===== config.mk =====
export PLATFORM = sky130hd
export DESIGN_NAME = uart_tx_arbiter
export DESIGN_NICKNAME = d
export VERILOG_FILES = /design/src/rtl/uart_tx_arbiter.sv
export SDC_FILE = /design/constraint.sdc
export NUM_CORES = 1
export LEC_CHECK = 0
export ABC_AREA = 1
export CORE_ASPECT_RATIO = 0.9
export CORE_MARGIN = 2
export CORE_UTILIZATION = 41
export DETAILED_ROUTE_END_ITERATION = 8
export GPL_TIMING_DRIVEN = 0
export PLACE_DENSITY = 0.73
export SLEW_MARGIN = 20
export SYNTH_ARGS = -nofsm -noshare
export SYNTH_HDL_FRONTEND = slang
export SYNTH_SLANG_ARGS = --single-unit
export TNS_END_PERCENT = 10

===== constraint.sdc =====
create_clock -name tx_clk -period 1.6 [get_ports tx_clk]
set_input_delay 0.24 -clock tx_clk [delete_from_list [all_inputs] [get_ports tx_clk]]
set_output_delay 0.24 -clock tx_clk [all_outputs]
set_load 0.02 [all_outputs]

===== src/rtl/uart_tx_arbiter.sv =====
// uart_tx_arbiter: round-robin owner selection for one shared UART transmitter.
// Captures one requester's byte, strobes tx_load, holds ownership until tx_done,
// then runs an optional inter-frame gap before re-arbitrating.
// Optional watchdog in WAIT: define UART_TX_ARB_TIMEOUT_EN to build it.
module uart_tx_arbiter #(
    parameter int unsigned NUM_REQ        = 4,
    parameter int unsigned GAP_CYCLES     = 0,
    parameter int unsigned TIMEOUT_CYCLES = 4095
) (
    input  logic                       tx_clk,
    input  logic                       rst_n,
    input  logic [NUM_REQ-1:0]         req,
    input  logic [8*NUM_REQ-1:0]       req_data,
    output logic [NUM_REQ-1:0]         gnt,
    output logic                       busy,
    output logic [$clog2(NUM_REQ)-1:0] cur_id,
    output logic                       tx_load,
    output logic [7:0]                 tx_data,
    input  logic                       tx_done,
    output logic                       err_timeout
);

    localparam int unsigned IdW = $clog2(NUM_REQ);

    localparam logic [1:0] StIdle = 2'd0;
    localparam logic [1:0] StWait = 2'd1;
    localparam logic [1:0] StGap  = 2'd2;

    localparam logic [IdW-1:0]     LastRst = IdW'(NUM_REQ - 1);
    localparam logic [NUM_REQ-1:0] OneReq  = NUM_REQ'(1);

    logic [1:0]         state_q, state_d;
    logic [7:0]         gap_q, gap_d;
    logic [IdW-1:0]     last_q, last_d;
    logic [IdW-1:0]     cur_id_q, cur_id_d;
    logic [7:0]         tx_data_q, tx_data_d;
    logic [NUM_REQ-1:0] gnt_q, gnt_d;
    logic               tx_load_q, tx_load_d;
    logic               busy_q, busy_d;

    logic               win_found;
    logic [IdW-1:0]     win_id;
    logic [IdW-1:0]     cand;
    logic               done_ok;
    logic               wd_fire;
    logic               frame_end;

    // Round-robin search: first set req bit going upward from last_q+1, wrapping.
    always_comb begin
        win_found = 1'b0;
        win_id    = '0;
        cand      = '0;
        for (int unsigned off = 1; off <= NUM_REQ; off++) begin
            cand = IdW'((32'(last_q) + off) % NUM_REQ);
            if (!win_found && req[cand]) begin
                win_found = 1'b1;
                win_id    = cand;
            end
        end
    end

    // tx_done is not honoured on the load cycle itself.
    assign done_ok   = (state_q == StWait) && tx_done && !tx_load_q;
    assign frame_end = done_ok || wd_fire;

    // Next-state and registered-output values.
    always_comb begin
        state_d   = state_q;
        gap_d     = gap_q;
        last_d    = last_q;
        cur_id_d  = cur_id_q;
        tx_data_d = tx_data_q;
        gnt_d     = '0;
        tx_load_d = 1'b0;
        case (state_q)
            StIdle: begin
                if (win_found) begin
                    state_d   = StWait;
                    gnt_d     = OneReq << win_id;
                    tx_load_d = 1'b1;
                    tx_data_d = 8'(req_data >> {win_id, 3'b000});
                    cur_id_d  = win_id;
                    last_d    = win_id;
                end
            end
            StWait: begin
                if (frame_end) begin
                    if (GAP_CYCLES > 0) begin
                        state_d = StGap;
                        gap_d   = 8'(GAP_CYCLES - 1);
                    end else begin
                        state_d = StIdle;
                    end
                end
            end
            StGap: begin
                if (gap_q == 8'd0) begin
                    state_d = StIdle;
                end else begin
                    gap_d = gap_q - 8'd1;
                end
            end
            default: state_d = StIdle;
        endcase
        busy_d = (state_d != StIdle);
    end

    // Main state and output registers.
    always_ff @(posedge tx_clk) begin
        if (!rst_n) begin
            state_q   <= StIdle;
            gap_q     <= 8'd0;
            last_q    <= LastRst;
            cur_id_q  <= '0;
            tx_data_q <= 8'd0;
            gnt_q     <= '0;
            tx_load_q <= 1'b0;
            busy_q    <= 1'b0;
        end else begin
            state_q   <= state_d;
            gap_q     <= gap_d;
            last_q    <= last_d;
            cur_id_q  <= cur_id_d;
            tx_data_q <= tx_data_d;
            gnt_q     <= gnt_d;
            tx_load_q <= tx_load_d;
            busy_q    <= busy_d;
        end
    end

`ifdef UART_TX_ARB_TIMEOUT_EN
    localparam logic [15:0] TimeoutLim = 16'(TIMEOUT_CYCLES);

    logic [15:0] wd_q, wd_d;
    logic        err_q;

    // Fires on the WAIT cycle whose increment would reach the limit.
    assign wd_fire = (state_q == StWait) && ((wd_q + 16'd1) == TimeoutLim);

    // Watchdog count: cleared on grant, advances every WAIT cycle.
    always_comb begin
        wd_d = wd_q;
        if (state_q == StIdle && win_found) begin
            wd_d = 16'd0;
        end else if (state_q == StWait) begin
            wd_d = wd_q + 16'd1;
        end
    end

    // Watchdog registers; a real tx_done on the same cycle suppresses the error.
    always_ff @(posedge tx_clk) begin
        if (!rst_n) begin
            wd_q  <= 16'd0;
            err_q <= 1'b0;
        end else begin
            wd_q  <= wd_d;
            err_q <= wd_fire && !done_ok;
        end
    end

    assign err_timeout = err_q;
`else
    assign wd_fire     = 1'b0;
    assign err_timeout = 1'b0;
`endif

    assign gnt     = gnt_q;
    assign tx_load = tx_load_q;
    assign tx_data = tx_data_q;
    assign cur_id  = cur_id_q;
    assign busy    = busy_q;

endmodule


After elaboration in Yosys (flattened, before gate mapping):

Cells that the tools add are included.

* add/subtract/negate cells: 5
* multipliers: 0
* div/mod/pow operators: 0
* order comparisons: 4
* equality and inequality tests: 2
* shift-type cells: 2
* muxes and demuxes: 21
* bitwise gates (word level): 1
* reduce and logical (&&, ||, !) cells: 16

Operators with widths (count)
* 32-bit by 5-bit >> shifter with 8-bit output: 1
* 2-bit 2-to-1 mux: 7
* 2-bit by 3-bit less-than comparator with 1-bit output, second input constant: 4
* 1-bit 2-to-1 mux: 9
* 1-bit binary-select mux with 2-bit select: 4
* 8-bit logical NOT: 1
* 8-bit by 1-bit subtractor with 8-bit output, second input constant: 1
* 2-bit case mux with 3 select lines: 1
* 2-bit AND reduction: 3
* 1-bit logical AND: 5
* 2-bit by 1-bit adder with 2-bit output, second input constant: 2
* 2-bit adder, second input constant: 2
* 1-bit logical NOT: 4
* 1-bit by 2-bit << shifter with 4-bit output, first input constant: 1
* 3-bit AND reduction: 1
* 2-bit by 1-bit == test with 1-bit output, second input constant: 1
* 2-bit == test, second input constant: 1
* 2-bit logical NOT: 1
* 2-bit nonzero test: 1
* 1-bit inverter: 1

* register bits after elaboration: 28
* bits in latches: 0
* RAM bits: 0
* memory bits (read-only): 0
* input bits: 39
* output and inout port bits: 17
* word-level logic and storage cells: 59
* memories kept: 0

Logic depth before layout (Yosys ltp):

Gate-level depths: netlist of run 1.

* word-level depth: 16
* gate-level depth with buffers: 15
* depth with buffers taken out: 13

Worst setup path after synthesis of run 1:

No wires, ideal clock.

* kind: reg-to-reg
* start point: reg last_q[0]
* end point: reg tx_data_q[0], in the netlist tx_data[0]
* library setup time: 0.113 ns
* data arrival time: 1.511 ns
* data required time: 1.487 ns
* slack: -0.024 ns
* cell stages (with the launch flop): 15
* path buffers: 2
* clock period less this slack: 1.624 ns
* path through: dfxtp_1 -> buf_4 -> inv_4 -> nand2_1 -> nand2_1 -> nand2_1 -> nand2_2 -> nand2_2 -> nand3_2 -> nand3_4 -> buf_12 -> nand2_2 -> nand3_1 -> nand3_1 -> nand2_1

* word-level cells in the longest chain between the ends: 14
* elaborated cells on any way between the ends: 28
* classes of those cells: 4 x add/sub; 1 x shift; 16 x mux; 7 x reduce/logical

RTL lines
* start: declaration: line 34 `logic [IdW-1:0] last_q, last_d;`
* start signal: assignment: line 113 `last_q <= LastRst;`
* start signal: assignment: line 122 `last_q <= last_d;`
* 2-bit by 1-bit adder with 2-bit output: line 54 `cand = IdW'((32'(last_q) + off) % NUM_REQ);`
* 1-bit binary-select mux with 2-bit select: line 55 `if (!win_found && req[cand]) begin`
* 1-bit 2-to-1 mux (not written as such): line 55
* 1-bit 2-to-1 mux: line 55
* 1-bit logical NOT: line 55
* 1-bit logical AND: line 55
* 1-bit 2-to-1 mux: line 55
* 1-bit logical NOT: line 55
* 1-bit logical AND: line 55
* 1-bit 2-to-1 mux: line 55
* 1-bit logical NOT: line 55
* 1-bit logical AND: line 55
* 2-bit 2-to-1 mux or 1-bit 2-to-1 mux (tied branches): line 55
* 32-bit by 5-bit >> shifter with 8-bit output or 2-bit AND reduction (tied branches)
* end signal: assignment: line 124 `tx_data_q <= tx_data_d;`
* end: declaration: line 36 `logic [7:0] tx_data_q, tx_data_d;`

Several ways; a longest one is shown, not always the timed one. The select of a mux whose other input is x is not followed.
A chain may end at the register's enable or synchronous reset.

Final worst setup path of run 1:

* start point: reg last_q[0]
* end point: reg tx_data_q[1], in the netlist tx_data[1]

The elaborated chain is that of the path after synthesis.

==> impl_results.md, run 1 <==
* Port Buffers at 54
* Drt wl/cell at 15.2 um
* Vias/cell at approximately 5.2
* Number of distinct library cells after synthesis at 32
* Max capacitance violation total at 0
* DRC Markers at 0
* CP Launch Type: flip-flop
* Gr ovfl total at 0
* Post-synth EDFFs at 0
* Dpl cells at about 340
* Final ANT Viol Nets at 0
* RSZ-0062 raised after global routing: true
* Post-synth top area share at 34.0%
* Period utilisation layout at 117%
* Hold Fails Final Rpt at 0
* Synth Area per Inst at 6.82 um2
* Clock buffer depth at 2
* FILL cells at between 200 and 300
* Synthesized net count at between 200 and 300
* Crit path kind: flip-flop to flip-flop
* Pin count of the biggest net entering global routing at 17
* Yosys reg bits at 28
* Final WL at 5670 um
* Post-Place Cell Area at ~2300 um2
* Clk root buf: clkbuf_8
* Leak pwr at 1.28 nW
* Final setup viols at 18
* Yosys Warn Count at 0
* Asr flop ratio synth at 0%
* Vias at ~2000
* Final setup margin at -272 ps
* Placeable core area at around 3800 um2
* Initial Util at 43.6%
* Cell Area, Synth at between 1500 and 2000 um2
* Initial drt markers at about 110
* Post-synth top cells: nand2_1, nand3_1, dfxtp_1
* Post-synth top flop: dfxtp_1
* Max VDD drop at 1480 uV
* First drt pass iteration count at 4
* Worst hold path class: flip-flop to flip-flop
* # rows at 21
* Layout cells sized above 1 at 32.9%
* Violated checks: setup timing
* Multi-input logic area at 1090 um2
* Crit path max fanout at 10
* Die area at approximately 4500 um2
* Dominant cell type by area after synthesis: dfxtp_1
* Fin nets at between 300 and 400
* Die height at 64.2 um
* Clock Sinks at 28
* Clock Skew at 2.86 ps
* Status: finished with violations
* Non-Filler Instances at between 300 and 400
* First-pass GRT wire length at ~8200 um
* Synth Instances at between 200 and 250
* Dpl ws at -494 ps
* Sequential share of the synthesized area at roughly 34%
* Fin area at 2820 um2
* GRT Overall Usage at 22.6%
* Die width at 70.9 um
* ANT cells at 0
* Core Util, Final at between 70 and 80%
* Synth top area cells: dfxtp_1, nand2_1, nand3_1, nand2_2, nand4_1
* Area grow syn2layout at 71.0%
* Final min period at roughly 1900 ps
* TritonCTS clock tree: built
* PD cells at 2170 nW/um2
* CP Data Required Time at 1780 ps
* Crit path capture type: flip-flop
* Register Area at between 500 and 600 um2
* DPL Wire Length at 3200 um
* Ports at 56
* Total CTS buffers at 3
* Clk_lat worst skew at around 280 ps
* Hold_ws at between 400 and 500 ps
* Worst-path clk slew at ~100 ps
* H-tree levels at 1
* Final Slew Violations at 0
* Initial antenna violation count at 0
* Arrival @ worst endpoint at about 2000 ps
* F_max at 534 MHz
* Most common cell in the netlist: nand2_1
* Vias in the first global route at around 1800
* Placer Congestion at between 0.7 and 0.8
-- metal layers --
metal	wire [um]	vias to the layer above	part of all wire, %	GRT usage, %
met5	0	-	0	0
met4	59	0	1.0	5.19
met3	313	8	5.5	5.21
met2	2880	65	51	38.8
met1	2420	920	43	28.9
li1	-	964	-	-
-- layout by cell type (no fill, tap or decap), types with 6 or more instances in the layout --
cell | Yosys | final
a21oi_1 | 9 | 9
buf_4 | 3 | 24
clkdlybuf4s50_1 | 0 | 53
dfxtp_1 | 28 | 25
inv_1 | 14 | 12
inv_2 | 8 | 6
nand2_1 | 70 | 56
nand2_2 | 18 | 24
nand2_4 | 2 | 10
nand3_1 | 31 | 23
nand3_2 | 1 | 8
nand4_1 | 17 | 17
nor2_1 | 15 | 13
-- cells by family after synthesis --
logic type               after synthesis  share of synthesized area [%]
buffers and inverters                 33                           10.1
other                                  1                          0.227
AND/OR/NAND/NOR                      161                           48.4
XOR/XNOR                               2                           1.06
AO/OA/AOI/OAI                         16                           5.53
adder cells (fa/ha/maj)                1                          0.758
flip-flops                            28                           34.0
-- registers in the layout, indices dropped and copies added, names as in the netlist --
name and count:
last_q 2, busy 1, tx_data 8, gap_q 8
state_q 2, cur_id 2, tx_load 1, gnt 4
-- metrics by stage --
stage                     setup TNS, ps  total power [mW]
after floorplan                    -118              3.08
after global placement            -7860              3.85
after detailed placement          -8500              3.88
after CTS                         -1740              5.57
after global routing              -5160              6.45
final                             -2900              6.11
-- critical path, stage by stage, from the launching register on --
cell and delay [ps]:
dfxtp_2 340, buf_8 140, inv_8 90, nand2_4 50, nand2_4 90, nand2_2 60
nand2_2 90, nand2_2 80, nand2_2 90, nand2_4 70, buf_4 140, buf_4 170
nand4_1 90, nand3_2 110, nand3_2 100, nand2_1 50
-- power breakdown --
group          internal (mW)  switching, mW  total [mW]
combinational           2.15           2.41        4.57
sequential             0.884         0.0973       0.981
clock                  0.335          0.228       0.563
-- worst paths after layout --
path	startpoint	to	slack (ps)	depth (start not counted)
max	last_q[0]	tx_data[1]	-270	15
min	tx_data[6]	tx_data[6]	460	2
max reg2reg	last_q[0]	tx_data[1]	-270	15
min reg2reg	tx_data[6]	tx_data[6]	460	2
-- final cells by class --
class                           instances  share of cell area, %
Buffer                                  8                   3.41
Clock buffer                            3                   1.46
Clock inverter                          1                   1.06
Inverter                               24                   3.81
Multi-Input combinational cell        181                   38.8
Sequential cell                        28                   20.1
Tap cell                               46                   2.04
Timing Repair Buffer                   83                   29.4
-- what timing repair did --
| item | in CTS | in global routing |
|---|---|---|
| gates resized for setup | 32 | 29 |
| hold buffers | 0 | 0 |
| cloned | 3 | 0 |
| buffers inserted | 20 | 6 |
| setup endpoints to repair | 27 | 25 |
| pin swaps | 20 | 18 |
Power figures use the tool's default switching activity.
==> run 2, diff against run 1 <==
--- a/config.mk
+++ b/config.mk
@@ -10,7 +10,6 @@
 export CORE_MARGIN = 2
 export CORE_UTILIZATION = 41
 export DETAILED_ROUTE_END_ITERATION = 8
-export GPL_TIMING_DRIVEN = 0
 export PLACE_DENSITY = 0.73
 export SLEW_MARGIN = 20
 export SYNTH_ARGS = -nofsm -noshare
==> run 2 against run 1 <==
Clock power shrank 1%. The flow still finishes with violations (setup timing). First-iteration DRC count up 8.3%. Worst hold slack worse by 1.8 ps. Clock skew up 2.9 ps. Critical path depth is 1 lower. Power is 20% lower. Maximum frequency up 9.0%. Largest power group unchanged. Largest cell class unchanged. Sequential share of layout area up 1.8 points.
==> impl_results.md, run 2 (synthesis gave the netlist of run 1 again) <==
* Leak pwr at 1.14 nW (was 1.28 nW)
* Final min period at 1720 ps (was 1870 ps)
* First drt pass iteration count at 4 (unchanged)
* Die height at 64.2 um (unchanged)
* Clock buffer depth at 2 (unchanged)
* Crit path max fanout at 9 (was 10)
* First-pass GRT wire length at 7410 um (was 8200 um)
* Max VDD drop at 1390 uV (was 1480 uV)
* TritonCTS clock tree: built (unchanged)
* Pin count of the biggest net entering global routing at 17 (unchanged)
* R2r setup slk at -120 ps (was -270 ps)
* H-tree levels at 1 (unchanged)
* Post-route setup TNS at -1440 ps (was -2900 ps)
* Violated checks: setup timing (unchanged)
* Status: finished with violations (unchanged)
* Crit path kind: flip-flop to flip-flop (unchanged)
* Final setup viols at 18 (unchanged)
* Ports at 56 (unchanged)
* Placer Congestion at 0.811 (was 0.786)
* Setup bufs post-CTS at 0 (was 20)
* DPL Wire Length at 3220 um (was 3200 um)
* Drt wl/cell at 12.6 um (was 15.2 um)
* Hold-fix buffers, CTS at 0 (unchanged)
* Initial Util at 43.6% (unchanged)
* Max capacitance violation total at 0 (unchanged)
* RSZ-0062 raised after global routing: true (unchanged)
* CP Launch Type: flip-flop (unchanged)
* GRT Overall Usage at 20.0% (was 22.6%)
* Arrival @ worst endpoint at 1890 ps (was 2050 ps)
* FILL cells at 336 (was 299)
* Dpl ws at -412 ps (was -494 ps)
* Placeable core area at 3780 um2 (unchanged)
* R2R cell count at 14 (was 15)
* Vias in the first global route at 1708 (was 1775)
* Critical Path Most Common Cell: nand2_2 (unchanged)
* Final Slew Violations at 0 (unchanged)
* Gr ovfl total at 0 (unchanged)
* Worst-path clk slew at 100 ps (about the same)
* Clock Sinks at 28 (unchanged)
* Vias at 1804 (was 1957)
* F_max at 582 MHz (was 534 MHz)
* Final setup margin at -118 ps (was -272 ps)
* ANT cells at 0 (unchanged)
* Crit path capture type: flip-flop (unchanged)
* Clk_lat worst skew at 270 ps (was 280 ps)
* Final WL at 4540 um (was 5670 um)
* Worst path max stage delay at 350 ps (was 340 ps)
* Fin nets at 355 (was 369)
* Commonest non-fill, non-tap cells in the layout: nand2_1, clkdlybuf4s50_1, nand3_1, nand2_2, dfxtp_1 (was nand2_1, clkdlybuf4s50_1, dfxtp_1, nand2_2, buf_4)
* DRC Markers at 0 (unchanged)
* Initial drt markers at 118 (was 109)
* Layout cells sized above 1 at 25.8% (was 32.9%)
* Critical path, cell by cell: buf_12 > inv_6 > nand2_2 > nand2_2 > nand2_1 > nand2_2 > nand2_2 > nand2_2 > nand2_4 > nand3_2 > nand2_2 > nand3_1 > nand3_1 > nand2_1 (was buf_8 > inv_8 > nand2_4 > nand2_4 > nand2_2 > nand2_2 > nand2_2 > nand2_2 > nand2_4 > buf_4 > buf_4 > nand4_1 > nand3_2 > nand3_2 > nand2_1)
* Die width at 70.9 um (unchanged)
* Initial antenna violation count at 0 (unchanged)
* PD cells at 1900 nW/um2 (was 2170 nW/um2)
* Die area at 4550 um2 (unchanged)
* Slowest-stage cell, CP: dfxtp_2 (unchanged)
* Period utilisation layout at 107% (was 117%)
* CP Data Required Time at 1770 ps (was 1780 ps)
* Total CTS buffers at 3 (unchanged)
* Vias/cell at 5.01 (was 5.23)
* Commonest non-fill, non-tap cell in the layout: nand2_1 (unchanged)
* # rows at 21 (unchanged)
* Area grow syn2layout at 55.7% (was 71.0%)
* Hold_ws at 455 ps (was 456 ps)
* Worst hold path class: flip-flop to flip-flop (unchanged)
* Hold Fails Final Rpt at 0 (unchanged)
* Clk root buf: clkbuf_8 (unchanged)
* Final ANT Viol Nets at 0 (unchanged)
* Port Buffers at 54 (unchanged)
* Worst Hold Depth at 2 (unchanged)
* Clock Skew at 5.79 ps (was 2.86 ps)
-- run 2: layer usage --
metal / GRT usage (%) / routed length [um] / share of wire (%) / vias to the layer above
met5: 0 / 0 / 0 / -
met4: 4.25 / 24 / 0.53 / 0
met3: 4.57 / 228 / 5.0 / 2
met2: 33.9 / 2150 / 47 / 48
met1: 25.8 / 2130 / 47 / 811
li1: - / - / - / 943
-- run 2: layout make-up --
cell class                      count  area, um2  share of cell area (%)
Clock inverter                      1       30.0                    1.17
Clock buffer                        3       41.3                    1.61
Sequential cell                    28        563                    21.9
Inverter                           24        108                    4.19
Timing Repair Buffer               75        741                    28.8
Tap cell                           46       57.6                    2.24
Multi-Input combinational cell    183       1030                    40.1
-- run 2: what timing repair did --
action | CTS | global route
pin swaps | 3 | 5
endpoints found under the setup margin | 19 | 25
gates resized for setup | 15 | 18
gates cloned | 2 | 1
-- run 2: worst max-delay path: cells and delay by family (launching register included) --
| kind | cells | cell delay, ps |
|---|---|---|
| simple gates | 12 | 1090 |
| flops | 1 | 350 |
| buf+inv | 2 | 180 |
-- run 2: where the power goes --
part	switching [mW]	internal, mW	total, mW
Combinational	1.96	1.40	3.36
Clock	0.221	0.335	0.556
Sequential	0.0895	0.880	0.970
-- run 2: metrics by stage --
step	util (%)	power (mW)	cells	cell area, um2
detailed placement	62.3	3.95	353	2360
global placement	62.3	3.92	353	2360
floorplan	-	3.08	242	1680
global route	67.9	5.28	360	2570
CTS	66.0	4.75	359	2500
finish	67.9	4.88	360	2570
-- run 2: final timing paths --
kind | from | end
worst min-delay path | tx_data[5] | tx_data[5]
worst max-delay path | last_q[0] | tx_data[5]
worst max register to register | last_q[0] | tx_data[5]
worst min register to register | tx_data[5] | tx_data[5]
==> run 3, diff against run 2 <==
--- a/config.mk
+++ b/config.mk
@@ -6,12 +6,14 @@
 export NUM_CORES = 1
 export LEC_CHECK = 0
 export ABC_AREA = 1
+export CELL_PAD_IN_SITES_DETAIL_PLACEMENT = 1
+export CELL_PAD_IN_SITES_GLOBAL_PLACEMENT = 1
 export CORE_ASPECT_RATIO = 0.9
 export CORE_MARGIN = 2
-export CORE_UTILIZATION = 41
+export CORE_UTILIZATION = 28
 export DETAILED_ROUTE_END_ITERATION = 8
 export PLACE_DENSITY = 0.73
-export SLEW_MARGIN = 20
+export SLEW_MARGIN = 10
 export SYNTH_ARGS = -nofsm -noshare
 export SYNTH_HDL_FRONTEND = slang
 export SYNTH_SLANG_ARGS = --single-unit
==> run 3 against run 2 <==
The flow still finishes with violations (setup timing). Clock-buffer cell count unchanged. Worst hold slack improved by 6.8 ps. Cell area increased by 6.1%. Non-clock buffer count increased by 5. Combinational power increased by 16%. Power increased by 12%. Via count increased by 7.8%.
==> impl_results.md, run 3 (synthesis gave the netlist of run 1 again) <==
* Status: finished with violations (unchanged)
* Violated checks: setup timing (unchanged)
* Worst Path Buf+Inv at 3 (was 2)
* Grt peak-use layer: met2 (unchanged)
* Drt wl/cell at 15.5 um (was 12.6 um)
* R2r setup slk at -170 ps (was -120 ps)
* R2r endpoint: tx_data[5] (unchanged)
* TritonCTS clock tree: built (unchanged)
* Critical path origin: last_q[0] (unchanged)
* Commonest non-fill, non-tap cell in the layout: nand2_1 (unchanged)
* Ports at 56 (unchanged)
* CP Depth at 14 (unchanged)
* Worst path max stage delay at 340 ps (was 350 ps)
* DPL Wire Length at 4210 um (was 3220 um)
* Met1 usage at 22.1% (was 25.8%)
* Vias/cell at 4.99 (was 5.01)
* Final WL at 6040 um (was 4540 um)
* Die width at 84.9 um (was 70.9 um)
* Final setup margin at -171 ps (was -118 ps)
* Crit path capture type: flip-flop (unchanged)
* Leak pwr at 1.20 nW (was 1.14 nW)
* Crit path kind: flip-flop to flip-flop (unchanged)
* Max capacitance violation total at 0 (unchanged)
* Fin nets at 361 (was 355)
* Worst hold path class: flip-flop to flip-flop (unchanged)
* Vias at 1945 (was 1804)
* ANT cells at 0 (unchanged)
* F_max at 565 MHz (was 582 MHz)
* RSZ-0062 raised after global routing: true (unchanged)
* Worst-path clk slew at 100 ps (about the same)
* Initial Util at 29.0% (was 43.6%)
* GRT Overall Usage at 17.4% (was 20.0%)
* Placeable core area at 5690 um2 (was 3780 um2)
* Cell family with most CP delay: simple AND/OR/NAND/NOR gates (unchanged)
* Final setup viols at 19 (was 18)
* Max VDD drop at 868 uV (was 1390 uV)
* Port Buffers at 54 (unchanged)
* Crit path max fanout at 9 (unchanged)
* Initial drt markers at 67 (was 118)
* Pin count of the biggest net entering global routing at 17 (unchanged)
* Setup crit end: tx_data[5] (unchanged)
* PD cells at 2000 nW/um2 (was 1900 nW/um2)
* CP Data Required Time at 1780 ps (was 1770 ps)
* Initial antenna violation count at 0 (unchanged)
* Clk_lat worst skew at 280 ps (was 270 ps)
* GR Layer Usage met2 at 29.9% (was 33.9%)
* Reg-to-Reg Start: last_q[0] (unchanged)
* Final ANT Viol Nets at 0 (unchanged)
* CP Launch Type: flip-flop (unchanged)
* Commonest non-fill, non-tap cells in the layout: nand2_1, clkdlybuf4s50_1, nand3_1, nand2_2, dfxtp_1 (unchanged)
* Clock Sinks at 28 (unchanged)
* Arrival @ worst endpoint at 1950 ps (was 1890 ps)
* Layout cells sized above 1 at 28.4% (was 25.8%)
* Final min period at 1770 ps (was 1720 ps)
* Gr ovfl total at 0 (unchanged)
* Total CTS buffers at 3 (unchanged)
* Slowest-stage cell, CP: dfxtp_2 (unchanged)
* H-tree levels at 1 (unchanged)
* Critical Path Most Common Cell: nand2_2 (unchanged)
* DRC Markers at 0 (unchanged)
* M3 GR Usage at 3.44% (was 4.57%)
* Final Slew Violations at 0 (unchanged)
* Period utilisation layout at 111% (was 107%)
* Critical path, cell by cell: buf_12 > inv_8 > nand2_2 > nand2_2 > nand2_1 > nand2_2 > nand2_4 > nand3_4 > buf_4 > nand3_4 > nand2_2 > nand3_1 > nand3_1 > nand2_1 (was buf_12 > inv_6 > nand2_2 > nand2_2 > nand2_1 > nand2_2 > nand2_2 > nand2_2 > nand2_4 > nand3_2 > nand2_2 > nand3_1 > nand3_1 > nand2_1)
* Vias in the first global route at 1956 (was 1708)
* Die area at 6530 um2 (was 4550 um2)
* Clk root buf: clkbuf_8 (unchanged)
* Hold_ws at 461 ps (was 455 ps)
* R2R cell count at 14 (unchanged)
* Core Util, Final at 47.9% (was 67.9%)
* Area grow syn2layout at 65.3% (was 55.7%)
* Hold Fails Final Rpt at 0 (unchanged)
* Hold-fix buffers, CTS at 0 (unchanged)
* FILL cells at 695 (was 336)
* Placer Congestion at 0.796 (was 0.811)
* # rows at 26 (was 21)
* First drt pass iteration count at 4 (unchanged)
* First-pass GRT wire length at 9280 um (was 7410 um)
* Clock buffer depth at 2 (unchanged)
* Clock Skew at 2.89 ps (was 5.79 ps)
* Die height at 76.8 um (was 64.2 um)
==> run 3: cell count changes in the layout (fill, tap and decap cells not counted), moves of 2 or more <==
cell / before / now
nand2_2: 27 / 25
nand2_4: 3 / 5
buf_4: 13 / 19
buf_12: 1 / 3
buf_6: 6 / 2
==> run 3: area by class of cell <==
type                            count  area [um2]  share of cell area [%]
Multi-Input combinational cell    184        1090                    39.9
Timing Repair Buffer               80         806                    29.5
Sequential cell                    28         564                    20.7
Inverter                           24         110                    4.04
Tap cell                           70        87.6                    3.21
Clock buffer                        3        41.3                    1.51
Clock inverter                      1        30.0                    1.10
==> run 3: worst register-to-register path, stage by stage, from the launching register on <==
cell and delay (ps):
dfxtp_2 340, buf_12 130, inv_8 80, nand2_2 50, nand2_2 90, nand2_1 70, nand2_2 100, nand2_4 80
nand3_4 150, buf_4 150, nand3_4 110, nand2_2 80, nand3_1 80, nand3_1 100, nand2_1 50
==> run 3: how the worst min path moves through the flow <==
stage | startpoint | endpoint | slack (ps) | depth (start not counted)
6_report | tx_data[1] | tx_data[1] | 460 | 2
5_1_grt | tx_data[0] | tx_data[0] | 480 | 2
4_1_cts | tx_data[1] | tx_data[1] | 460 | 2
3_5_place_dp | tx_data[1] | tx_data[1] | 450 | 2
3_3_place_gp | tx_data[1] | tx_data[1] | 440 | 2
2_1_floorplan | rst_n | last_q[0] | 340 | 1
==> run 3: layer usage <==
metal,part of all wire [%],vias up
met5,0,-
met1,45,938
met3,4.0,9
met4,1.5,0
met2,50,41
li1,-,957
==> run 3: through the flow <==
step                      instances  TNS (ps)  power [mW]  worst slack (ps)  area (um2)
after floorplan                 242      -118        3.08             -14.7        1680
after global placement          378     -6700        4.03              -406        2400
after detailed placement        378     -7510        4.09              -439        2400
after CTS                       384     -2050        4.94              -160        2560
after global routing            390     -4450        5.85              -267        2730
final                           390     -1770        5.45              -171        2730
==> run 3: what timing repair did <==
action / 4_1_cts / 5_1_grt
resized for setup: 19 / 23
cloned: 1 / 3
endpoints found under the hold margin: 0 / 0
setup endpoints to repair: 24 / 25
pin swaps: 6 / 7
setup buffers: 1 / 3
==> run 3: where the power goes <==
group	switching (mW)	total [mW]	internal (mW)
combinational	2.25	3.91	1.66
clock	0.231	0.566	0.335
sequential	0.0994	0.980	0.880
total	2.58	5.45	2.87
